==> src/rtl/div_ctrl_pkg.sv <==
// Shared constants and state encoding for the multi-cycle DIV/DIVU unit.
// Quotient goes to LO and remainder to HI.
package div_ctrl_pkg;

    localparam int DIV_WIDTH = 32;
    localparam int DIV_CNT_W = 6;
    localparam int DIV_ITER  = DIV_WIDTH;

    typedef enum logic [1:0] {
        DIV_IDLE    = 2'd0,
        DIV_DIVZERO = 2'd1,
        DIV_ON      = 2'd2,
        DIV_END     = 2'd3
    } div_state_e;

endpackage

==> src/rtl/div_step.sv <==
// One radix-2 restoring divide step on the {rem,quo} pair.
// The shifted remainder is one bit wider than the divisor.
module div_step #(
    parameter int WIDTH = 32
) (
    input  logic [WIDTH-1:0] rem_i,
    input  logic [WIDTH-1:0] quo_i,
    input  logic [WIDTH-1:0] divisor_i,
    output logic [WIDTH-1:0] rem_o,
    output logic [WIDTH-1:0] quo_o
);

    logic [WIDTH:0]   shift_rem;
    logic [WIDTH-1:0] trial;
    logic             no_borrow;

    always_comb begin
        shift_rem = {rem_i, quo_i[WIDTH-1]};
        no_borrow = (shift_rem >= {1'b0, divisor_i});
        // A successful subtraction always lands below the divisor, so the low WIDTH bits suffice.
        trial     = shift_rem[WIDTH-1:0] - divisor_i;
        rem_o     = no_borrow ? trial : shift_rem[WIDTH-1:0];
        quo_o     = {quo_i[WIDTH-2:0], no_borrow};
    end

endmodule

==> src/rtl/div_ctrl.sv <==
// EX-stage DIV/DIVU controller: IDLE -> ON (WIDTH restoring steps) -> END, with a
// short DIVZERO path. result_o = {HI = remainder, LO = quotient}, valid while ready_o.
module div_ctrl
    import div_ctrl_pkg::*;
#(
    parameter int WIDTH = DIV_WIDTH,
    parameter int CNT_W = DIV_CNT_W
) (
    input  logic               clk,
    input  logic               rst,
    input  logic               start_i,
    input  logic               signed_i,
    input  logic [WIDTH-1:0]   opa_i,
    input  logic [WIDTH-1:0]   opb_i,
    input  logic               annul_i,
    input  logic               hold_i,
    output logic [2*WIDTH-1:0] result_o,
    output logic               ready_o,
    output logic               stall_o,
    output div_state_e         state_o
);

    div_state_e         state_q, state_d;
    logic [CNT_W-1:0]   cnt_q, cnt_d;
    logic [WIDTH-1:0]   rem_q, rem_d;
    logic [WIDTH-1:0]   quo_q, quo_d;
    logic [WIDTH-1:0]   divisor_q, divisor_d;
    logic               quo_neg_q, quo_neg_d;
    logic               rem_neg_q, rem_neg_d;
    logic [2*WIDTH-1:0] result_q, result_d;
    logic [WIDTH-1:0]   step_rem, step_quo;

    div_step #(.WIDTH(WIDTH)) u_step (
        .rem_i     (rem_q),
        .quo_i     (quo_q),
        .divisor_i (divisor_q),
        .rem_o     (step_rem),
        .quo_o     (step_quo)
    );

    always_comb begin
        state_d   = state_q;
        cnt_d     = cnt_q;
        rem_d     = rem_q;
        quo_d     = quo_q;
        divisor_d = divisor_q;
        quo_neg_d = quo_neg_q;
        rem_neg_d = rem_neg_q;
        result_d  = result_q;

        // A flush aborts from any state and never touches the result register.
        if (annul_i) begin
            state_d = DIV_IDLE;
        end else begin
            case (state_q)
                DIV_IDLE: begin
                    if (start_i) begin
                        state_d   = (opb_i == '0) ? DIV_DIVZERO : DIV_ON;
                        rem_d     = '0;
                        quo_d     = (signed_i && opa_i[WIDTH-1]) ? -opa_i : opa_i;
                        divisor_d = (signed_i && opb_i[WIDTH-1]) ? -opb_i : opb_i;
                        quo_neg_d = signed_i && (opa_i[WIDTH-1] ^ opb_i[WIDTH-1]);
                        rem_neg_d = signed_i && opa_i[WIDTH-1];
                        cnt_d     = '0;
                    end
                end
                DIV_ON: begin
                    rem_d = step_rem;
                    quo_d = step_quo;
                    cnt_d = cnt_q + CNT_W'(1);
                    if (cnt_q == CNT_W'(WIDTH - 1)) begin
                        state_d  = DIV_END;
                        result_d = {rem_neg_q ? -step_rem : step_rem,
                                    quo_neg_q ? -step_quo : step_quo};
                    end
                end
                DIV_DIVZERO: begin
                    state_d  = DIV_END;
                    result_d = '0;
                end
                DIV_END: begin
                    if (!hold_i) begin
                        state_d = DIV_IDLE;
                    end
                end
                default: state_d = DIV_IDLE;
            endcase
        end
    end

    always_ff @(posedge clk or posedge rst) begin
        if (rst) begin
            state_q   <= DIV_IDLE;
            cnt_q     <= '0;
            rem_q     <= '0;
            quo_q     <= '0;
            divisor_q <= '0;
            quo_neg_q <= 1'b0;
            rem_neg_q <= 1'b0;
            result_q  <= '0;
        end else begin
            state_q   <= state_d;
            cnt_q     <= cnt_d;
            rem_q     <= rem_d;
            quo_q     <= quo_d;
            divisor_q <= divisor_d;
            quo_neg_q <= quo_neg_d;
            rem_neg_q <= rem_neg_d;
            result_q  <= result_d;
        end
    end

    // stall_o is masked by rst so every output is quiet while reset is held.
    assign ready_o  = (state_q == DIV_END);
    assign stall_o  = start_i & ~ready_o & ~rst;
    assign result_o = result_q;
    assign state_o  = state_q;

endmodule

==> config.mk <==
export PLATFORM = sky130hd
export DESIGN_NAME = div_ctrl
export DESIGN_NICKNAME = d
export VERILOG_FILES = /design/src/rtl/div_ctrl_pkg.sv /design/src/rtl/div_step.sv /design/src/rtl/div_ctrl.sv
export SDC_FILE = /design/constraint.sdc
export NUM_CORES = 1
export LEC_CHECK = 0
export CAP_MARGIN = 20
export CORE_MARGIN = 3
export CORE_UTILIZATION = 45
export CTS_CLUSTER_DIAMETER = 30
export DETAILED_ROUTE_END_ITERATION = 7
export PLACE_DENSITY = 0.72
export SLEW_MARGIN = 20
export SYNTH_ARGS = -nofsm -noshare
export SYNTH_HDL_FRONTEND = slang
export SYNTH_SLANG_ARGS = --single-unit
==> constraint.sdc <==
create_clock -name clk -period 9.7 [get_ports clk]
set_clock_uncertainty 0.1 [all_clocks]
set_input_delay 2.91 -clock clk [delete_from_list [all_inputs] [get_ports clk]]
set_output_delay 2.91 -clock clk [all_outputs]
set_load 0.05 [all_outputs]
======== Word level (Yosys, flattened, before mapping) ========
Index checks and enable logic that the tools add are counted.
word-level totals
  register bits after elaboration ......... 170
operators by class
  add/subtract/negate cells ............... 6
  order comparisons ....................... 1
  equal/unequal tests ..................... 9
  multiplexer cells ....................... 19
  bitwise logic cells ..................... 6
  reduce and logical (&&, ||, !) cells .... 11
operators by type and width
  operator                                       count
  two-way mux 32 bit                             7
  negator 32 bit                                 4
  one-hot mux 32 bit (2 select lines)            2
  one-hot mux 64 bit (2 select lines)            1
  two-way mux 64 bit                             1
  greater-or-equal comparator 33 x 32 -> 1 bit   1
  logical NOT 32 bit                             1
  subtractor 32 bit                              1
  one-hot mux 6 bit (2 select lines)             1
  AND reduction 3 bit                            4
  two-way mux 2 bit                              5
  != test 3 bit, second input constant           3
  one-hot mux 2 bit (4 select lines)             1
  adder 6 x 1 -> 6 bit, second input constant    1
  == test 6 x 5 -> 1 bit, second input constant  1
  two-way mux 6 bit                              1
  == test 2 bit, second input constant           2
  != test 2 bit, second input constant           2
  nonzero test 2 bit                             2
  logical AND 1 bit                              3
  NOT 1 bit                                      3
  bitwise AND 1 bit                              2
  == test 2 x 1 -> 1 bit, second input constant  1
  logical NOT 2 bit                              1
  XOR 1 bit                                      1

======== Logic depth before layout (Yosys ltp) ========
Gate-level depths: netlist (run 1).
  word-level depth ........................ 6
  mapped depth ............................ 23
  depth with buffers taken out ............ 19

======== Modules after synthesis ========
From an unflattened synthesis (run 1), not the netlist that was laid out.
second synthesis, totals
  cell total of the unflattened synthesis .. 1471
  area total of the unflattened synthesis .. 12269.3 um^2
modules (own cells, without submodules)
  module    times used  cells an instance  area an instance (um^2)  sequential area each (um^2)
  div_ctrl  1           1116               9698.1                   4254.1
  div_step  1           355                2571.2                   0.0

======== Worst setup path before layout (run 1) ========
No wires, ideal clock.
  kind .................................... in2out
  from .................................... input port start_i
  to ...................................... output port stall_o
  data arrival time ....................... 4.056 ns
  data required time ...................... 6.690 ns
  slack ................................... 2.634 ns
  stages .................................. 1
  path buffers ............................ 0
  path through ............................ nor3b_1
on the way
  longest elaborated chain between the ends .. 2
ends and longest elaborated chain
  what                            RTL line         text
  from (decl)                     div_ctrl.sv:11   input logic start_i,
  bitwise AND 1 bit (2 in a row)  div_ctrl.sv:115  assign stall_o = start_i & ~ready_o & ~rst;
  to (decl)                       div_ctrl.sv:19   output logic stall_o,
No other way between the ends.

======== Worst setup path in the final report (run 1) ========
  from .................................... input port rst
  to ...................................... output port stall_o
on the way
  longest elaborated chain between the ends .. 2
ends and longest elaborated chain
  what               RTL line         text
  from (decl)        div_ctrl.sv:10   input logic rst,
  NOT 1 bit          div_ctrl.sv:115
  bitwise AND 1 bit  div_ctrl.sv:115
No other way between the ends.

==> flow_metrics.env, run 1 <==
export IMPL_status="finished, final reports clean"
export IMPL_dp_hpwl_mm=25.6
export IMPL_synth_simple_area_share=0.204
export IMPL_numCtsBuffers=17
export IMPL_switching_share=0.514
export IMPL_crit_slowest_cell="clkdlybuf4s50_1"
export IMPL_clock_path_buffers=2
export IMPL_share_comb_of_total_power=0.638
export IMPL_seqPwrFrac=0.233
export IMPL_gp_congestion=0.907
export IMPL_synthAdderAreaFrac=0.0442
export IMPL_crit_top_cell="clkdlybuf4s50_1"
export IMPL_tns_ns=0
export IMPL_fin_nets=1674
export IMPL_fp_dieW_um=170
export IMPL_rows=59
export IMPL_worstSetupPathType="in2out"
export IMPL_hold_class="reg2reg"
export IMPL_antenna_left=0
export IMPL_syn_area_sq_um=12100
export IMPL_syn_inst=1484
export IMPL_first_pass_iters=5
export IMPL_die_area_sq_um=28800
export IMPL_power_density_nw_per_um2=399
export IMPL_startpoint="rst"
export IMPL_ioPinCount=138
export IMPL_path_buf_inv=2
export IMPL_fin_crit_ns=7.44
export IMPL_clkLatencyLatePin_ns=0.44
export IMPL_drc=0
export IMPL_r2r_end="result_o[62]"
export IMPL_fin_crit_sh=0.767
export IMPL_via_count=11194
export IMPL_grt_pass1_vias=10446
export IMPL_crit_path_end="stall_o"
export IMPL_avgSynthCellArea_sq_um=8.13
export IMPL_p_int_w=0.00275
export IMPL_async_flop_share=1.00
export IMPL_synth_compound_area_frac=0.237
export IMPL_hold_buffers=0
export IMPL_power_leakage_nw=5.91
export IMPL_path_depth=3
export IMPL_crit_chain="clkdlybuf4s50_1 > nor3b_1 > clkdlybuf4s50_1"
export IMPL_clk_pin_slew_worst_paths_ns=0.07
export IMPL_ctsResizeCount=0
export IMPL_critical_path_endpoint_type="primary output"
export IMPL_ys_ff_latch=170
export IMPL_htree_num_levels=4
export IMPL_port_buffers=137
export IMPL_cpPeakStageDelay_ns=0.83
export IMPL_fmax_mhz=134
export IMPL_synth_nets=1596
export IMPL_slew_headroom=0.345
export IMPL_rsz0062_at_grt="no"
export IMPL_area_delta_synth_final_pct=17.6
export IMPL_switchingPower_w=0.00291
export IMPL_synth_distinct_cells=83
export IMPL_tritoncts="built"
export IMPL_initial_core_util=0.461
export IMPL_cp_required_ns=6.69
export IMPL_synth_edf_count=0
export IMPL_power_ir_vdd_worst_mv=0.238
export IMPL_grt_max_degree=106
export IMPL_synth_mux_area_frac=0.0208
export IMPL_drt_iter0_markers=850
export IMPL_r2r_slack_ns=4.08
export IMPL_cts_sinks=170
export IMPL_grt_antenna_before_repair=0
export IMPL_synth_top_family_by_area="compound AO/OA/AOI/OAI gates"
export IMPL_viasPerCell=5.86
export IMPL_power_w=0.00566
export IMPL_wl_per_cell_um=18.0
export IMPL_setup_viol=0
export IMPL_reg2reg_depth=15
export IMPL_core_area_sq_um=26200
export IMPL_final_util=0.541
export IMPL_diodes=0
export IMPL_rr_startpoint="rem_q[7]"
export IMPL_drt_total_wl_mm=34.3
export IMPL_cts_setup_buffers=0
export IMPL_synth_ff_type="dfrtp_1"
export IMPL_grt_pass1_wl_mm=55.8
export IMPL_cp_arrival_ns=4.43
export IMPL_cap_violations=0
export IMPL_track_usage=0.240
export IMPL_grt_overflow=0
export IMPL_tightest_slew_ns=0.982
export IMPL_synth_seq_area_share=0.352
export IMPL_cp_top_family="buffers and inverters"
export IMPL_finalMaxSlewViolations=0
export IMPL_worstSetupStartpointType="input port"
export IMPL_clkPwrFrac=0.129
export IMPL_drive_above_1_share=0.0432
export IMPL_placed_area_sq_um=13600
export IMPL_die_y_um=170
export IMPL_clock_tree_root_cell="clkbuf_16"
export IMPL_critPathMaxFanout=2
export IMPL_finalHoldViolCount=0
export IMPL_synth_xor_area_share=0.0972
export IMPL_synth_warnings=0
export IMPL_finalInstanceArea_sq_um=14200
## cells in the final DEF (no fill, tap or decap), drive strengths merged, types with 5 or more instances in the layout
cell / instances
xnor2: 65
o21a: 9
nor2b: 12
or4: 11
o21ai: 208
o31ai: 30
nor2: 85
a2111oi: 5
nand2b: 13
and3: 9
nand2: 236
and2: 11
or3: 28
or2: 6
a21o: 15
dfrtp: 170
clkbuf: 24
ha: 41
a21oi: 98
inv: 53
a211oi: 9
xor2: 69
nor3: 26
a31oi: 10
nand3b: 7
nand4: 11
buf: 8
nor4: 10
mux2i: 24
o41ai: 14
and4: 7
a22o: 14
clkdlybuf4s50: 137
o211ai: 11
nand3: 25
## how the worst min path moves through the flow
stage,startpoint,endpoint,slack (ns),depth (start not counted)
finish,result_o[35],result_o[35],0.38,2
global route,result_o[4],result_o[4],0.40,2
CTS,result_o[4],result_o[4],0.38,2
detailed placement,result_o[4],result_o[4],0.36,2
global placement,result_o[4],result_o[4],0.36,2
floorplan,divisor_q[10],divisor_q[10],0.35,2
## layout make-up
cell class | count | area (sq um)
Clock inverter | 8 | 135
Inverter | 51 | 196
Multi-Input combinational cell | 1177 | 7280
Tap cell | 335 | 419
Fill cell | 2425 | 12000
Sequential cell | 170 | 4250
Clock buffer | 24 | 472
Timing Repair Buffer | 145 | 1430
## flip-flops by register name (all words and copies together) (netlist names)
register   count
cnt_q          6
divisor_q     32
quo_neg_q      1
quo_q         32
rem_neg_q      1
rem_q         32
result_o      64
state_o        2
## power by group through the flow
stage               combinational (W)  clock, W  sequential [W]
floorplan                     0.00233         0         0.00159
global placement              0.00352         0         0.00131
detailed placement            0.00357         0         0.00132
CTS                           0.00359  0.000732         0.00131
global route                  0.00397  0.000764         0.00136
finish                        0.00361  0.000727         0.00132
## logic make-up after synthesis
group	Yosys count
DFF	170
and+or+nand+nor	511
AOI/OAI and AO/OA	465
adders and majority gates	42
xor gates and xnor gates	134
muxes	25
buffers and inverters	137
## worst reg2reg max path, delay by kind of cell, from the launching register on
kind	cells	cell delay (ns)
xor gates and xnor gates	1	0.19
buffers and inverters	3	1.19
DFF	1	0.47
AOI/OAI and AO/OA	5	1.10
adders and majority gates	1	0.57
and+or+nand+nor	5	1.85
## synth_stat cells, drive strengths merged, types with 10 or more instances
master	n	area [sq um]
nand2b	13	81.3
nand2	236	886
buf	18	93.8
nor3	26	130
or4	11	86.3
ha	41	513
dfrtp	170	4250
o41ai	14	130
inv	51	191
xor2	69	604
nor2	85	319
and2	11	68.8
a21oi	98	498
nor2b	12	75.1
o21ai	208	1040
a21o	15	120
o211ai	11	87.6
clkbuf	68	255
xnor2	65	569
nor4	10	77.6
or3	28	180
o31ai	30	225
nand3	25	138
nand4	11	75.1
a31oi	10	62.6
a22o	14	123
mux2i	24	240
## metal layers
metal	global-route usage	up-vias	routed length, um
li1	-	5447	-
met1	0.347	5356	16000
met2	0.377	352	16000
met3	0.0307	39	1670
met4	0.0693	0	650
met5	0	-	0
## per-stage QoR
step / hold WS (ns) / instances / worst slack, ns
floorplan: 0.350 / 1484 / 2.09
global placement: 0.361 / 1878 / 2.25
detailed placement: 0.365 / 1878 / 2.25
CTS: 0.379 / 1910 / 2.25
global route: 0.398 / 1910 / 2.18
finish: 0.376 / 1910 / 2.26
Power figures use the tool's default switching activity.
==> run 2, diff against run 1 <==
Settings changed: PLACE_DENSITY 0.72 to 0.75.
Clock period 9.7 ns to 6.1 ns, I/O delays scaled along.
==> flow_metrics.env, run 2 (synthesis gave the netlist of run 1 again) <==
export IMPL_via_count=11243
export IMPL_setup_slack_ns=0.765
export IMPL_r2r_slack_ns=0.77
export IMPL_path_buf_inv=0
export IMPL_die_y_um=170
export IMPL_viasPerCell=5.87
export IMPL_cp_required_ns=6.37
export IMPL_fin_crit_sh=0.875
export IMPL_final_cell_mix="nand2_1 (235), o21ai_0 (199), dfrtp_1 (170), clkdlybuf4s50_1 (137), a21oi_1 (96)"
export IMPL_hold_buffers=0
export IMPL_numCtsBuffers=17
export IMPL_slew_headroom=0.394
export IMPL_ctsResizeCount=0
export IMPL_track_usage=0.238
export IMPL_cp_arrival_ns=5.60
export IMPL_clkLatencyLatePin_ns=0.44
export IMPL_rsz0062_at_grt="no"
export IMPL_tritoncts="built"
export IMPL_grt_overflow=0
export IMPL_drc=0
export IMPL_antenna_left=0
export IMPL_critPathMaxFanout=12
export IMPL_finalMaxSlewViolations=0
export IMPL_ioPinCount=138
export IMPL_port_buffers=137
export IMPL_tightest_slew_ns=0.909
export IMPL_fill_cells=2389
export IMPL_clock_tree_root_cell="clkbuf_16"
export IMPL_fmax_mhz=187
export IMPL_crit_chain="ha_1 > nand4_1 > nor3_1 > nand4_1 > o211ai_1 > a21o_1 > mux2i_1 > ha_1 > nand2_1 > or4_4 > nor4b_4 > o221ai_1 > nor4b_1 > a41oi_1 > xor2_1 > o21ai_1"
export IMPL_rr_startpoint="rem_q[7]"
export IMPL_cts_setup_buffers=0
export IMPL_rows=59
export IMPL_first_pass_iters=8
export IMPL_worstSetupStartpointType="flop"
export IMPL_fin_nets=1679
export IMPL_reg2reg_depth=16
export IMPL_min_path_cells=2
export IMPL_drt_iter0_markers=959
export IMPL_drt_total_wl_mm=34.6
export IMPL_cpPeakStageDelay_ns=0.58
export IMPL_status="finished, final reports clean"
export IMPL_power_density_nw_per_um2=632
export IMPL_setup_viol=0
export IMPL_initial_core_util=0.461
export IMPL_drive_above_1_share=0.0468
export IMPL_worstSetupPathType="reg2reg"
export IMPL_die_area_sq_um=28800
export IMPL_hold_class="reg2reg"
export IMPL_clock_path_buffers=2
export IMPL_grt_antenna_before_repair=1
export IMPL_grt_pass1_wl_mm=55.4
export IMPL_core_area_sq_um=26200
export IMPL_finalInstanceArea_sq_um=14200
export IMPL_placed_area_sq_um=13600
export IMPL_largest_reg_flops=64
export IMPL_power_ir_vdd_worst_mv=0.408
export IMPL_fin_crit_ns=5.33
export IMPL_crit_slowest_cell="nor4b_1"
export IMPL_cp_top_family="simple AND/OR/NAND/NOR gates"
export IMPL_clk_pin_slew_worst_paths_ns=0.07
export IMPL_htree_num_levels=4
export IMPL_r2r_end="result_o[62]"
export IMPL_hold_path_end="divisor_q[15]"
export IMPL_final_common_cell="nand2_1"
export IMPL_wl_per_cell_um=18.1
export IMPL_power_w=0.00899
export IMPL_cts_sinks=170
export IMPL_grt_max_degree=120
export IMPL_area_delta_synth_final_pct=17.9
export IMPL_power_leakage_nw=5.93
export IMPL_finalHoldViolCount=0
export IMPL_place_ws_ns=0.499
export IMPL_critical_path_endpoint_type="flop"
export IMPL_gp_congestion=0.914
export IMPL_diodes=0
export IMPL_cap_violations=0
export IMPL_tns_ns=0
export IMPL_hp_start="divisor_q[15]"
export IMPL_grt_pass1_vias=10610
export IMPL_dp_hpwl_mm=26.2
export IMPL_fp_dieW_um=170
[run 2: cell types whose count changed in the layout (fill, tap and decap cells not counted), sizes merged]
cell and change:
clkinv +2, clkinvlp +1, clkbuf -3, inv +1, bufinv -1, buf +5
[run 2: worst min-delay path, cell delays in order (launching register included)]
cell and delay, ns:
dfrtp_1 0.34, nand2_1 0.04, o21ai_0 0.06
[run 2: worst max-delay path by stage]
stage | from | end | slack [ns] | cells past startpoint
3_5_place_dp | opb_i[7] | state_o[1] | 0.50 | 11
6_report | rem_q[7] | result_o[62] | 0.77 | 16
2_1_floorplan | rem_q[8] | result_o[62] | 0.97 | 20
3_3_place_gp | opb_i[5] | state_o[1] | 0.50 | 11
5_1_grt | rem_q[7] | result_o[62] | 0.43 | 16
4_1_cts | start_i | stall_o | 0.83 | 3
[run 2: final cells by class]
class                           instances  area, sq um  area share
Timing Repair Buffer                  150         1490       0.105
Clock buffer                           21          450      0.0317
Clock inverter                         11          133     0.00932
Tap cell                              335          419      0.0295
Multi-Input combinational cell       1177         7280       0.512
Inverter                               51          195      0.0137
Sequential cell                       170         4250       0.299
[run 2: metrics by stage]
step / hold WS (ns) / std cells / utilization
floorplan: 0.350 / 1484 / -
global placement: 0.361 / 1883 / 0.521
detailed placement: 0.369 / 1883 / 0.521
CTS: 0.383 / 1915 / 0.543
global route: 0.404 / 1915 / 0.543
finish: 0.379 / 1915 / 0.543
[run 2: power breakdown]
group / leakage, nW / internal [W] / switching (W)
Combinational: 3.44 / 0.00214 / 0.00365
Sequential: 2.21 / 0.00158 / 0.000507
Clock: 0.284 / 0.000621 / 0.000484
Total: 5.93 / 0.00434 / 0.00464
[run 2: routing by layer]
metal  routed length, um  vias up  global-route usage
met5                  14        -                   0
met4                 859        2              0.0747
met3                1710       58              0.0312
met2               16000      365               0.385
met1               15900     5345               0.333
li1                    -     5473                   -
==> run 3, diff against run 2 <==
Settings changed: CTS_CLUSTER_DIAMETER 30 to 80, HOLD_SLACK_MARGIN set to 0.1.
==> results of run 3 <==
Final layout, timing and power as in run 2 (identical DEF).
